## config.mk

```make
export PLATFORM = sky130hd
export DESIGN_NAME = csa_resolve
export DESIGN_NICKNAME = d
export VERILOG_FILES = /design/src/rtl/csa_resolve.sv
export SDC_FILE = /design/constraint.sdc
export NUM_CORES = 1
export LEC_CHECK = 0
export ABC_AREA = 1
export ABC_CLOCK_PERIOD_IN_PS = 2130
export BUFFER_PORTS_ARGS = -buffer_cell sky130_fd_sc_hd__buf_2
export CORE_ASPECT_RATIO = 1.2
export CORE_MARGIN = 2
export CORE_UTILIZATION = 54
export CTS_BUF_LIST = sky130_fd_sc_hd__clkbuf_16
export CTS_CLUSTER_DIAMETER = 150
export DETAILED_ROUTE_END_ITERATION = 10
export GPL_ROUTABILITY_DRIVEN = 0
export PLACE_DENSITY = 0.8
export SYNTH_ARGS = -nofsm -noshare
export SYNTH_HDL_FRONTEND = slang
export SYNTH_SLANG_ARGS = --single-unit
export TNS_END_PERCENT = 20
```

## constraint.sdc

```tcl
create_clock -name clk -period 2.13 [get_ports clk]
set_input_delay 0.3195 -clock clk [delete_from_list [all_inputs] [get_ports clk]]
set_output_delay 0.3195 -clock clk [all_outputs]
set_load 0.005 [all_outputs]
```

## src/rtl/csa_resolve.sv

```systemverilog
// Sequential carry-propagate resolver: turns a carry-save pair (S, C) into
// SUM = (S + C) mod 2^N plus carry-out, adding W bits per clock.
module csa_resolve #(
    parameter int N = 64,
    parameter int W = 16
) (
    input  logic         clk,
    input  logic         rst_n,
    input  logic         in_valid,
    output logic         in_ready,
    input  logic [N-1:0] S,
    input  logic [N-1:0] C,
    output logic         out_valid,
    input  logic         out_ready,
    output logic [N-1:0] SUM,
    output logic         COUT
);

    // Handshake: a transfer happens on a rising edge where valid and ready are
    // both high; ready/valid outputs depend on state only, never on the partner.

    localparam int K  = N / W;
    localparam int CW = (K > 1) ? $clog2(K) : 1;

    typedef enum logic [1:0] {
        IDLE = 2'd0,
        RUN  = 2'd1,
        DONE = 2'd2
    } state_t;

    state_t          state_q, state_d;
    logic [N-1:0]    s_q, s_d;
    logic [N-1:0]    c_q, c_d;
    logic [N-1:0]    sum_q, sum_d;
    logic            carry_q, carry_d;
    logic            cout_q, cout_d;
    logic [CW-1:0]   k_q, k_d;
    logic [W:0]      chunk;
    logic [N-1:0]    sum_shift;

    // Operands shift right so the active chunk is always in the low W bits.
    assign chunk = {1'b0, s_q[W-1:0]} + {1'b0, c_q[W-1:0]} + {{W{1'b0}}, carry_q};

    // Result chunks enter at the top; after K shifts chunk 0 sits at bit 0.
    generate
        if (W == N) begin : g_single
            assign sum_shift = chunk[W-1:0];
        end else begin : g_multi
            assign sum_shift = {chunk[W-1:0], sum_q[N-1:W]};
        end
    endgenerate

    always_ff @(posedge clk) begin
        if (!rst_n) begin
            state_q <= IDLE;
            s_q     <= '0;
            c_q     <= '0;
            sum_q   <= '0;
            carry_q <= 1'b0;
            cout_q  <= 1'b0;
            k_q     <= '0;
        end else begin
            state_q <= state_d;
            s_q     <= s_d;
            c_q     <= c_d;
            sum_q   <= sum_d;
            carry_q <= carry_d;
            cout_q  <= cout_d;
            k_q     <= k_d;
        end
    end

    always_comb begin
        state_d = state_q;
        s_d     = s_q;
        c_d     = c_q;
        sum_d   = sum_q;
        carry_d = carry_q;
        cout_d  = cout_q;
        k_d     = k_q;
        case (state_q)
            IDLE: begin
                if (in_valid) begin
                    s_d     = S;
                    c_d     = C;
                    carry_d = 1'b0;
                    k_d     = '0;
                    state_d = RUN;
                end
            end
            RUN: begin
                s_d     = s_q >> W;
                c_d     = c_q >> W;
                sum_d   = sum_shift;
                carry_d = chunk[W];
                k_d     = k_q + CW'(1);
                if (k_q == CW'(K - 1)) begin
                    cout_d  = chunk[W];
                    state_d = DONE;
                end
            end
            DONE: begin
                if (out_ready) begin
                    state_d = IDLE;
                end
            end
            default: state_d = IDLE;
        endcase
    end

    assign in_ready  = (state_q == IDLE);
    assign out_valid = (state_q == DONE);
    assign SUM       = sum_q;
    assign COUT      = cout_q;

endmodule

```

# Word-level counts from Yosys, hierarchy flattened
# Index checks and enable logic that the tools add are counted.
dict set report word_totals {
  reg_bits 198
  latch_bits 0
  ram_bits 0
  romBits 0
  in_bits 132
  wordCells 33
  memories 0
}
dict set report op_classes {
  addsub 3
  mul 0
  div_mod_pow 0
  n_lt_le_gt_ge 0
  eq_ne 6
  shift 0
  n_mux 12
  bitwise 0
  reduce_logical 5
}
# op count
set op_table {}
lappend op_table {{$pmux 64 s2} 2}
lappend op_table {{$mux 64} 2}
lappend op_table {{$add 16x16->17} 1}
lappend op_table {{$add 17x1->17} 1}
lappend op_table {{$mux 2} 4}
lappend op_table {{$pmux 2 s3} 1}
lappend op_table {{$eq 2x2->1 const B} 2}
lappend op_table {{$ne 2x2->1 const B} 2}
lappend op_table {{$pmux 2 s2} 1}
lappend op_table {{$reduce_and 2->1} 2}
lappend op_table {{$reduce_and 3->1} 1}
lappend op_table {{$add 2x1->2 const B} 1}
lappend op_table {{$eq 2x1->1 const B} 1}
lappend op_table {{$logic_not 2->1} 1}
lappend op_table {{$ne 2x1->1 const B} 1}
lappend op_table {{$pmux 1 s2} 1}
lappend op_table {{$reduce_bool 2->1} 1}
lappend op_table {{$mux 1} 1}

# Depth between registers and ports, before layout
# Gate-level depths: netlist of run 1.
dict set report depth {
  ltp_word 3
  ltp_mapped 12
  ltp_nobuf 12
}

# Worst setup path after synthesis of run 1
# OpenSTA, ideal clock, no wires.
dict set report synth_timing {
  kind {reg-to-reg}
  start {reg s_q[0]}
  end {reg cout_q, in the netlist COUT}
  setup_ns 0.115
  arrival_time_ns 1.816
  required_time_ns 2.015
  path_slack_ns 0.199
  path_stages_with_launch 11
  synth_period_minus_slack_ns 1.931
  path_cell_list {dfxtp_1 -> fa_1 -> fa_1 -> nand2_1 -> o21ai_0 -> nand2_1 -> nand2_1 -> nand2_1 -> nand2_1 -> o21ai_0 -> inv_1}
}
dict set report synth_via {
  elab_chain_len 2
}
# item line_no
set synth_lines {}
lappend synth_lines {{from (decl)} 32} ;# logic [N-1:0] s_q, s_d;
lappend synth_lines {{from (signal assigned)} 56} ;# s_q <= '0;
lappend synth_lines {{from (signal assigned)} 64} ;# s_q <= s_d;
lappend synth_lines {{$add 16x16->17} 42} ;# assign chunk = {1'b0, s_q[W-1:0]} + {1'b0, c_q[W-1:0]} + {{W{1'b0}}, carry_q};
lappend synth_lines {{$add 17x1->17} 42}
lappend synth_lines {{to (signal assigned)} 68} ;# cout_q <= cout_d;
lappend synth_lines {{to (decl)} 36} ;# logic cout_q, cout_d;
# No other way between the ends.
# A chain may end at the register's enable or synchronous reset.

# Worst setup path in the final report of run 1
dict set report layout_timing {
  start {reg s_q[0]}
  end {reg sum_q[58], in the netlist SUM[58]}
}
dict set report layout_via {
  elab_chain_len 2
}
# item line_no
set layout_lines {}
lappend layout_lines {{$add 16x16->17} 42}
lappend layout_lines {{$add 17x1->17} 42}
lappend layout_lines {{to (signal assigned)} 66} ;# sum_q <= sum_d;
lappend layout_lines {{to (decl)} 34} ;# logic [N-1:0] sum_q, sum_d;
# No other way between the ends.

==> impl_metrics.tcl, run 1 <==
set metrics [dict create \
    clock.fmax_mhz 516 \
    fin_skew_ps 7.85 \
    first_iter_violations 547 \
    initial_core_util_pct 55.1 \
    die-area_um2 16300 \
    path_cells "fa_2, fa_2, nand2_1, nand3_1, nand3_1, nand2_1, nand2_1, nand2_1, nand2_1, nand3_1, nand2_1, inv_1" \
    postCtsSetupBuffers 0 \
    seq_area_frac_synth_pct 47.9 \
    drive_gt1_share_pct 20.1 \
    cts_tree "done" \
    root_buffer "clkbuf_16" \
    clkSinkCount 198 \
    area_growth_pct 19.9 \
    portBuffers 198 \
    drc 0 \
    synthCells 1089 \
    tightest_slew_ps 416 \
    startpoint_type "flop" \
    tns_ps 0 \
    power_density_nw_per_um2 911 \
    grt_pass1_vias 7091 \
    finalHoldViolCount 0 \
    worstPathArrival_ps 2260 \
    synthesis.area_um2 8280 \
    chipWidth_um 117 \
    antenna_found_initial 4 \
    dr_total_vias 7925 \
    numCtsBuffers 17 \
    postLayoutCoreUtil_pct 66.0 \
    drt_pass1_iterations 5 \
    rsz0062_at_grt "false" \
    synth.distinct_cells 26 \
    die_y_um 140 \
    crit_family "adder cells" \
    track_usage_pct 26.4 \
    detail_route.vias_per_cell 5.44 \
    period_share_pct 90.9 \
    p_leak_nw 4.62 \
    period_needed_ps 1940 \
    cp.buffers_inverters 1 \
    cts.clk_slew.worst_paths_ps 70 \
    required_ps 2460 \
    clk-insertion-delay-late_ps 430 \
    grt_max_degree 97 \
    slew_violations 0 \
    nets 1388 \
    min_path_type "in2reg" \
    final_common_cell "dfxtp_1" \
    hold_buffers 0 \
    rows 49 \
    reg2reg_slack_ps 190 \
    max-cap-violations 0 \
    status "finished, final reports clean" \
    end_kind "flop" \
    ir_drop_mv 0.651 \
    avgRoutedWirePerCell_um 14.9 \
    crit_path_top_delay_cell "fa_2" \
    setup_viol 0 \
    htree_levels 4 \
    synth_nets 1239 \
    path_class "reg2reg" \
    crit_path_max_incr_delay_ps 420 \
    cpMostUsedCell "nand2_1" \
    syn_area_per_cell_um2 7.60 \
    dpl.hpwl_um 15000 \
    worstPathMaxFanout 3 \
    synth_seq_cells 198 \
    grt_pass1_wl_um 34100 \
    final_cell_mix "198 x dfxtp_1, 197 x buf_2, 157 x nand2_1, 147 x a21oi_1, 131 x nor2_1" \
    ant_nets 0 \
    wl_um 21800 \
    yosys_warnings 0 \
    core-area_um2 15000 \
    relSlewSlack_pct 72.2 \
    globalRouteOverflowTotal 0 \
    clock_path_buffers 2 \
    ios 199 \
    ctsResizeCount 0 \
    fillCellCount 1306 \
]
==> where the power goes <==
part           internal, mW  switching (mW)  total [mW]  leakage (nW)
Clock                  1.71            1.36        3.08         0.277
Sequential             4.07           0.234        4.31          1.64
Combinational         0.656           0.999        1.65          2.71
==> layout make-up <==
| class | instances | area (um2) | share of cell area (%) |
|---|---|---|---|
| inverter | 64 | 243 | 2.45 |
| timing repair buffer | 213 | 1190 | 12.0 |
| tap | 204 | 255 | 2.57 |
| multi-input combinational | 744 | 3690 | 37.2 |
| sequential | 198 | 3960 | 40.0 |
| clock inverter | 15 | 141 | 1.43 |
| antenna | 3 | 7.51 | 0.0757 |
| clock buffer | 17 | 425 | 4.29 |
==> Yosys cell counts (all sizes together) <==
cell    count  area, um2
clkbuf     36        135
inv        64        240
a211oi      1       7.51
fa          2       40.0
nand2     158        596
and2        1       6.26
nand4       1       6.26
dfxtp     198       3960
o21bai      1       7.51
nor3        3       15.0
xnor2       2       17.5
buf        47        250
a21oi     147        736
nor2      134        526
o22ai      96        601
ha         16        200
nand3      20        100
o21ai     157        786
xor2        4       35.0
o211ai      1       7.51
==> cell families after synthesis <==
group	synth area share, %
XOR/XNOR	0.635
flip-flops	47.9
buffers and inverters	7.56
AO/OA/AOI/OAI	25.9
AND/OR/NAND/NOR	15.1
adder cells (fa/ha/maj)	2.90
==> state kept, by name, indices dropped and copies added (netlist names) <==
name     flops
c_q         64
SUM         64
carry_q      1
COUT         1
s_q         64
k_q          2
state_q      2
==> metal layers <==
metal  global-route usage (%)  routed length (um)  up-vias  part of all wire (%)
met2                     44.3               10600      275                    49
met3                     7.19                1520       43                   7.0
met4                     10.2                 605        2                   2.8
met1                     31.8                8980     3568                    41
li1                         -                   -     4037                     -
met5                        0                  16        -                 0.073
==> worst reg2reg max path, stage by stage, from the launching register on <==
cell,delay [ps]
dfxtp_1,330
fa_2,420
fa_2,360
nand2_1,100
nand3_1,70
nand3_1,100
nand2_1,100
nand2_1,90
nand2_1,60
nand2_1,50
nand3_1,60
nand2_1,70
inv_1,30
==> through the flow <==
stage / cell area (um2) / cells / power, mW / worst slack [ps] / hold WS (ps)
after floorplan: 8280 / 1089 / 5.45 / 199 / 433
after global placement: 9340 / 1423 / 5.97 / 112 / 448
after detailed placement: 9340 / 1423 / 6.01 / 37.9 / 453
after CTS: 9910 / 1455 / 9.07 / 22.4 / 120
after global routing: 9920 / 1458 / 9.48 / 37.3 / 130
final: 9920 / 1458 / 9.04 / 194 / 137
==> worst paths after layout <==
path            from  endpoint  cells after the start
max           s_q[0]   SUM[58]                     12
min            C[50]   c_q[50]                      3
max reg2reg   s_q[0]   SUM[58]                     12
min reg2reg  c_q[53]   c_q[53]                      2
Power figures use the tool's default switching activity.
==> inputs of run 2 (changes only) <==
==> config.mk (replaced) <==
export PLATFORM = sky130hd
export DESIGN_NAME = csa_resolve
export DESIGN_NICKNAME = d
export VERILOG_FILES = /design/src/rtl/csa_resolve.sv
export SDC_FILE = /design/constraint.sdc
export NUM_CORES = 1
export LEC_CHECK = 0
export ABC_AREA = 1
export ABC_CLOCK_PERIOD_IN_PS = 2130
export BUFFER_PORTS_ARGS = -buffer_cell sky130_fd_sc_hd__clkbuf_2
export CORE_ASPECT_RATIO = 1.2
export CORE_MARGIN = 2
export CORE_UTILIZATION = 55
export CTS_BUF_LIST = sky130_fd_sc_hd__clkbuf_4 sky130_fd_sc_hd__clkbuf_8
export CTS_CLUSTER_DIAMETER = 150
export DETAILED_ROUTE_END_ITERATION = 10
export GPL_ROUTABILITY_DRIVEN = 0
export PLACE_DENSITY = 0.82
export SYNTH_ARGS = -nofsm -noshare
export SYNTH_HDL_FRONTEND = slang
export SYNTH_SLANG_ARGS = --single-unit
export TNS_END_PERCENT = 20
==> run 2 against run 1 <==
Against the previous run:
- cell area fell by 1.9%
- wire length fell by 0.92%
- utilization fell by 0.45 points
- first-iteration DRC count rose by 33%
- sequential cell count did not move
- hold slack got worse by 59 ps
- critical path depth did not move
- die area fell by 1.8%
- global-route usage rose by 0.31 points
- largest power group unchanged
==> impl_metrics.tcl, run 2 (synthesis gave the netlist of run 1 again) <==
set metrics [dict create \
    tightest_slew_ps 887 \
    startpoint_type "flop" \
    r2r-start "s_q[0]" \
    required_ps 2490 \
    relSlewSlack_pct 40.9 \
    antenna_found_initial 1 \
    first_iter_violations 729 \
    grt_pass1_wl_um 34600 \
    min-delay-start "S[57]" \
    ctsResizeCount 0 \
    end_kind "flop" \
    rr_endpoint "SUM[58]" \
    reg2reg_slack_ps 200 \
    ios 199 \
    grt_max_degree 105 \
    worst-path-stages 12 \
    ant_nets 0 \
    clock.fmax_mhz 518 \
    fin_skew_ps 11.7 \
    drc 0 \
    fillCellCount 1330 \
    dr_total_vias 7942 \
    globalRouteOverflowTotal 0 \
    finalHoldViolCount 0 \
    htree_levels 4 \
    antenna_cells 0 \
    cpMostUsedCell "nand2_1" \
    numCtsBuffers 17 \
    multiInputGateArea_um2 3690 \
    period_needed_ps 1930 \
    clk-insertion-delay-late_ps 470 \
    register_area_um2 3960 \
    grt_pass1_vias 7328 \
    initial_core_util_pct 55.8 \
    crit_end "SUM[58]" \
    dpl.hpwl_um 15200 \
    r2r_cells 12 \
    postCtsSetupBuffers 0 \
    cts.clk_slew.worst_paths_ps 100 \
    top_usage_layer "met2" \
    hold_ws_ps 77.7 \
    die-area_um2 16000 \
    power_density_nw_per_um2 860 \
    gr-usage-met3_pct 5.83 \
    clkSinkCount 198 \
    cts_tree "done" \
    die_y_um 138 \
    root_buffer "clkbuf_8" \
    portBuffers 198 \
    worstPathArrival_ps 2290 \
    use_met1_pct 34.0 \
    setup_viol 0 \
    period_share_pct 90.7 \
    wl_um 21600 \
    rows 49 \
    crit_family "adder cells" \
    avgRoutedWirePerCell_um 14.9 \
    drive_gt1_share_pct 20.2 \
    grt_use_met2_pct 43.4 \
    chipWidth_um 116 \
    crit_path_max_incr_delay_ps 430 \
    track_usage_pct 26.7 \
    ir_drop_mv 0.444 \
    worstPathMaxFanout 3 \
    nets 1388 \
    rsz0062_at_grt "false" \
    path_cells "fa_2, fa_2, nand2_1, nand3_1, nand3_1, nand2_1, nand2_1, nand2_1, nand2_1, nand3_1, nand2_1, inv_1" \
    slew_violations 0 \
    detail_route.vias_per_cell 5.47 \
    critPathLaunch "s_q[0]" \
    drt_pass1_iterations 7 \
    path_class "reg2reg" \
    crit_path_top_delay_cell "fa_2" \
    final_common_cell "dfxtp_1" \
    cp.buffers_inverters 1 \
    area_growth_pct 17.6 \
    min_path_type "in2reg" \
    final_cell_mix "198 x dfxtp_1, 197 x clkbuf_2, 157 x nand2_1, 147 x a21oi_1, 131 x nor2_1" \
    p_leak_nw 4.53 \
    max-cap-violations 0 \
    clock_path_buffers 2 \
    hold_buffers 0 \
    status "finished, final reports clean" \
    core-area_um2 14800 \
    tns_ps 0 \
]
==> run 2: changes by cell type in the layout (fill, tap and decap cells not counted), sizes merged <==
cell      before  now
clkbuf        17  220
buf          213   16
clkinv         5    2
clkinvlp       4    1
diode          3    0
inv           68   65
==> run 2: worst min path at each step <==
stage	end	slack (ps)	cells past startpoint
detailed placement	k_q[0]	450	1
global route	s_q[57]	60	3
finish	s_q[57]	80	3
floorplan	k_q[0]	430	1
global placement	c_q[61]	450	2
CTS	s_q[57]	60	3
==> run 2: area by class of cell <==
cell class / count / share of cell area, %
Clock buffer: 23 / 3.12
Multi-Input combinational cell: 744 / 37.9
Tap cell: 204 / 2.62
Timing Repair Buffer: 213 / 12.1
Clock inverter: 6 / 0.964
Inverter: 64 / 2.49
Sequential cell: 198 / 40.7
==> run 2: worst reg2reg max path, delay by kind of cell (launching register included) <==
family	cells	cell delay, ps
and+or+nand+nor	9	660
DFF	1	340
adders and majority gates	2	790
buffers and inverters	1	40
==> run 2: where the power goes <==
part	internal, mW	total [mW]	switching [mW]
Clock	1.18	2.41	1.22
Combinational	0.656	1.65	0.996
Sequential	4.07	4.31	0.243
Total	5.91	8.37	2.46
==> run 2: layer usage <==
layer / up-vias / part of all wire, %
li1: 4012 / -
met5: - / 0.074
met3: 48 / 6.1
met4: 2 / 3.2
met2: 295 / 48
met1: 3585 / 42
==> run 2: per-stage QoR <==
step / instance area [um2] / std cells / util, % / power, mW / setup WS [ps]
2_1_floorplan: 8280 / 1089 / - / 5.45 / 199
3_3_place_gp: 9330 / 1423 / 62.9 / 5.98 / 108
3_5_place_dp: 9330 / 1423 / 62.9 / 6.02 / 52.6
4_1_cts: 9730 / 1452 / 65.6 / 8.40 / 23.3
5_1_grt: 9730 / 1452 / 65.6 / 8.81 / 55.6
6_report: 9730 / 1452 / 65.6 / 8.37 / 198
==> inputs of run 3 (changes only) <==
--- a/config.mk
+++ b/config.mk
@@ -16,6 +16,7 @@
 export DETAILED_ROUTE_END_ITERATION = 10
 export GPL_ROUTABILITY_DRIVEN = 0
 export PLACE_DENSITY = 0.82
+export REMOVE_ABC_BUFFERS = 1
 export SYNTH_ARGS = -nofsm -noshare
 export SYNTH_HDL_FRONTEND = slang
 export SYNTH_SLANG_ARGS = --single-unit
==> run 3 against run 2 <==
Against the previous run:
- sequential power is essentially flat
- sequential cell count is the same
- critical path depth is the same
- cell area shrank 0.27%
- die area is the same
- clock skew grew 2.5 ps
- fmax shrank 1.2%
- non-clock buffer count is the same
- hold slack lost 9.8 ps
- power shrank 2.0%
- register-to-register slack lost 20 ps
- clock-buffer cell count shrank 1
- critical path type unchanged
- largest power group unchanged
==> impl_metrics.tcl, run 3 (synthesis gave the netlist of run 1 again) <==
set metrics [dict create \
    crit_path_max_incr_delay_ps 420 \
    grt_pass1_wl_um 32200 \
    track_usage_pct 24.2 \
    globalRouteOverflowTotal 0 \
    slew_violations 0 \
    numCtsBuffers 17 \
    fillCellCount 1349 \
    ir_drop_mv 0.441 \
    clkSinkCount 198 \
    drt_pass1_iterations 4 \
    grt_pass1_vias 7242 \
    status "finished, final reports clean" \
    avgRoutedWirePerCell_um 13.4 \
    die-area_um2 16000 \
    relSlewSlack_pct 40.4 \
    wl_um 19500 \
    tns_ps 0 \
    p_leak_nw 4.52 \
    period_share_pct 91.8 \
    setup_viol 0 \
    initial_core_util_pct 55.8 \
    power_density_nw_per_um2 846 \
    postLayoutCoreUtil_pct 65.4 \
    first_iter_violations 508 \
    final_common_cell "dfxtp_1" \
    die_y_um 138 \
    hold_ws_ps 68.0 \
    tightest_slew_ps 892 \
    min_path_type "in2reg" \
    cts_tree "done" \
    drive_gt1_share_pct 20.5 \
    ios 199 \
    worstPathArrival_ps 2330 \
    worstPathMaxFanout 3 \
    antenna_found_initial 0 \
    area_growth_pct 17.3 \
    portBuffers 198 \
    placed_area_um2 9320 \
    core-area_um2 14800 \
    ant_nets 0 \
    fin_skew_ps 14.2 \
    clock_path_buffers 2 \
    min_delay_path_depth 3 \
    rows 49 \
    dpl.hpwl_um 12800 \
    rsz0062_at_grt "false" \
    clock.fmax_mhz 512 \
    required_ps 2500 \
    p_total_mw 8.21 \
    period_needed_ps 1950 \
    path_cells "fa_2, fa_2, nand2_1, nand3_1, nand3_1, nand2_1, nand2_1, nand2_1, nand2_1, nand3_1, nand2_1, inv_1" \
    antenna_cells 0 \
    final_cell_area_um2 9710 \
    dr_total_vias 7851 \
    startpoint_type "flop" \
    clk-insertion-delay-late_ps 470 \
    register_area_um2 3960 \
    r2r_cells 12 \
    end_kind "flop" \
    drc 0 \
    multiInputGateArea_um2 3690 \
    finalHoldViolCount 0 \
    cpMostUsedCell "nand2_1" \
    detail_route.vias_per_cell 5.40 \
    cts.clk_slew.worst_paths_ps 100 \
    nets 1388 \
    htree_levels 4 \
    path_class "reg2reg" \
    hold_buffers 0 \
    root_buffer "clkbuf_8" \
    chipWidth_um 116 \
    crit_path_top_delay_cell "fa_2" \
    max-cap-violations 0 \
    final_cell_mix "198 x dfxtp_1, 197 x clkbuf_2, 157 x nand2_1, 147 x a21oi_1, 131 x nor2_1" \
    grt_max_degree 152 \
]
-- run 3: changes by cell type in the layout (fill, tap and decap cells not counted), sizes merged --
cell    before  now
clkinv       2    7
clkbuf     220  219
bufinv       2    1
-- run 3: report_power, final --
part / internal [mW] / switching (mW) / total, mW
clock network: 1.03 / 1.27 / 2.30
registers: 4.07 / 0.217 / 4.29
logic: 0.656 / 0.963 / 1.62
-- run 3: critical path: cells and delay by family, from the launching register on --
| family | cells | cell delay, ps |
|---|---|---|
| and+or+nand+nor | 9 | 710 |
| buffers and inverters | 1 | 30 |
| adders and majority gates | 2 | 790 |
| DFF | 1 | 340 |
-- run 3: cell type report --
cell class	instances	share of cell area (%)
tap	204	2.63
clock inverter	10	0.993
clock buffer	22	2.93
timing repair buffer	213	12.0
multi-input combinational	744	38.0
sequential	198	40.8
inverter	64	2.54
-- run 3: layer usage --
metal	up-vias	track usage [%]	wire, um
li1	4018	-	-
met1	3595	31.8	8850
met2	211	39.2	9290
met3	27	5.00	966
met4	0	8.65	350
met5	-	0	0
-- run 3: repair_timing --
action / in CTS / in global routing
gates resized for setup: 0 / 3
endpoints found under the setup margin: 0 / 8
setup buffers: 0 / 0
-- run 3: final timing paths --
path / startpoint / to / slack, ps
worst max-delay path: s_q[0] / SUM[58] / 180
worst min-delay path: S[51] / s_q[51] / 70
worst max register to register: s_q[0] / SUM[58] / 180
worst min register to register: c_q[55] / c_q[55] / 470
-- run 3: through the flow --
step                setup slack, ps  instances
finish                          175       1455
global route                   11.6       1455
CTS                            32.4       1455
detailed placement             45.0       1423
global placement               93.5       1423
floorplan                     -3070       1006
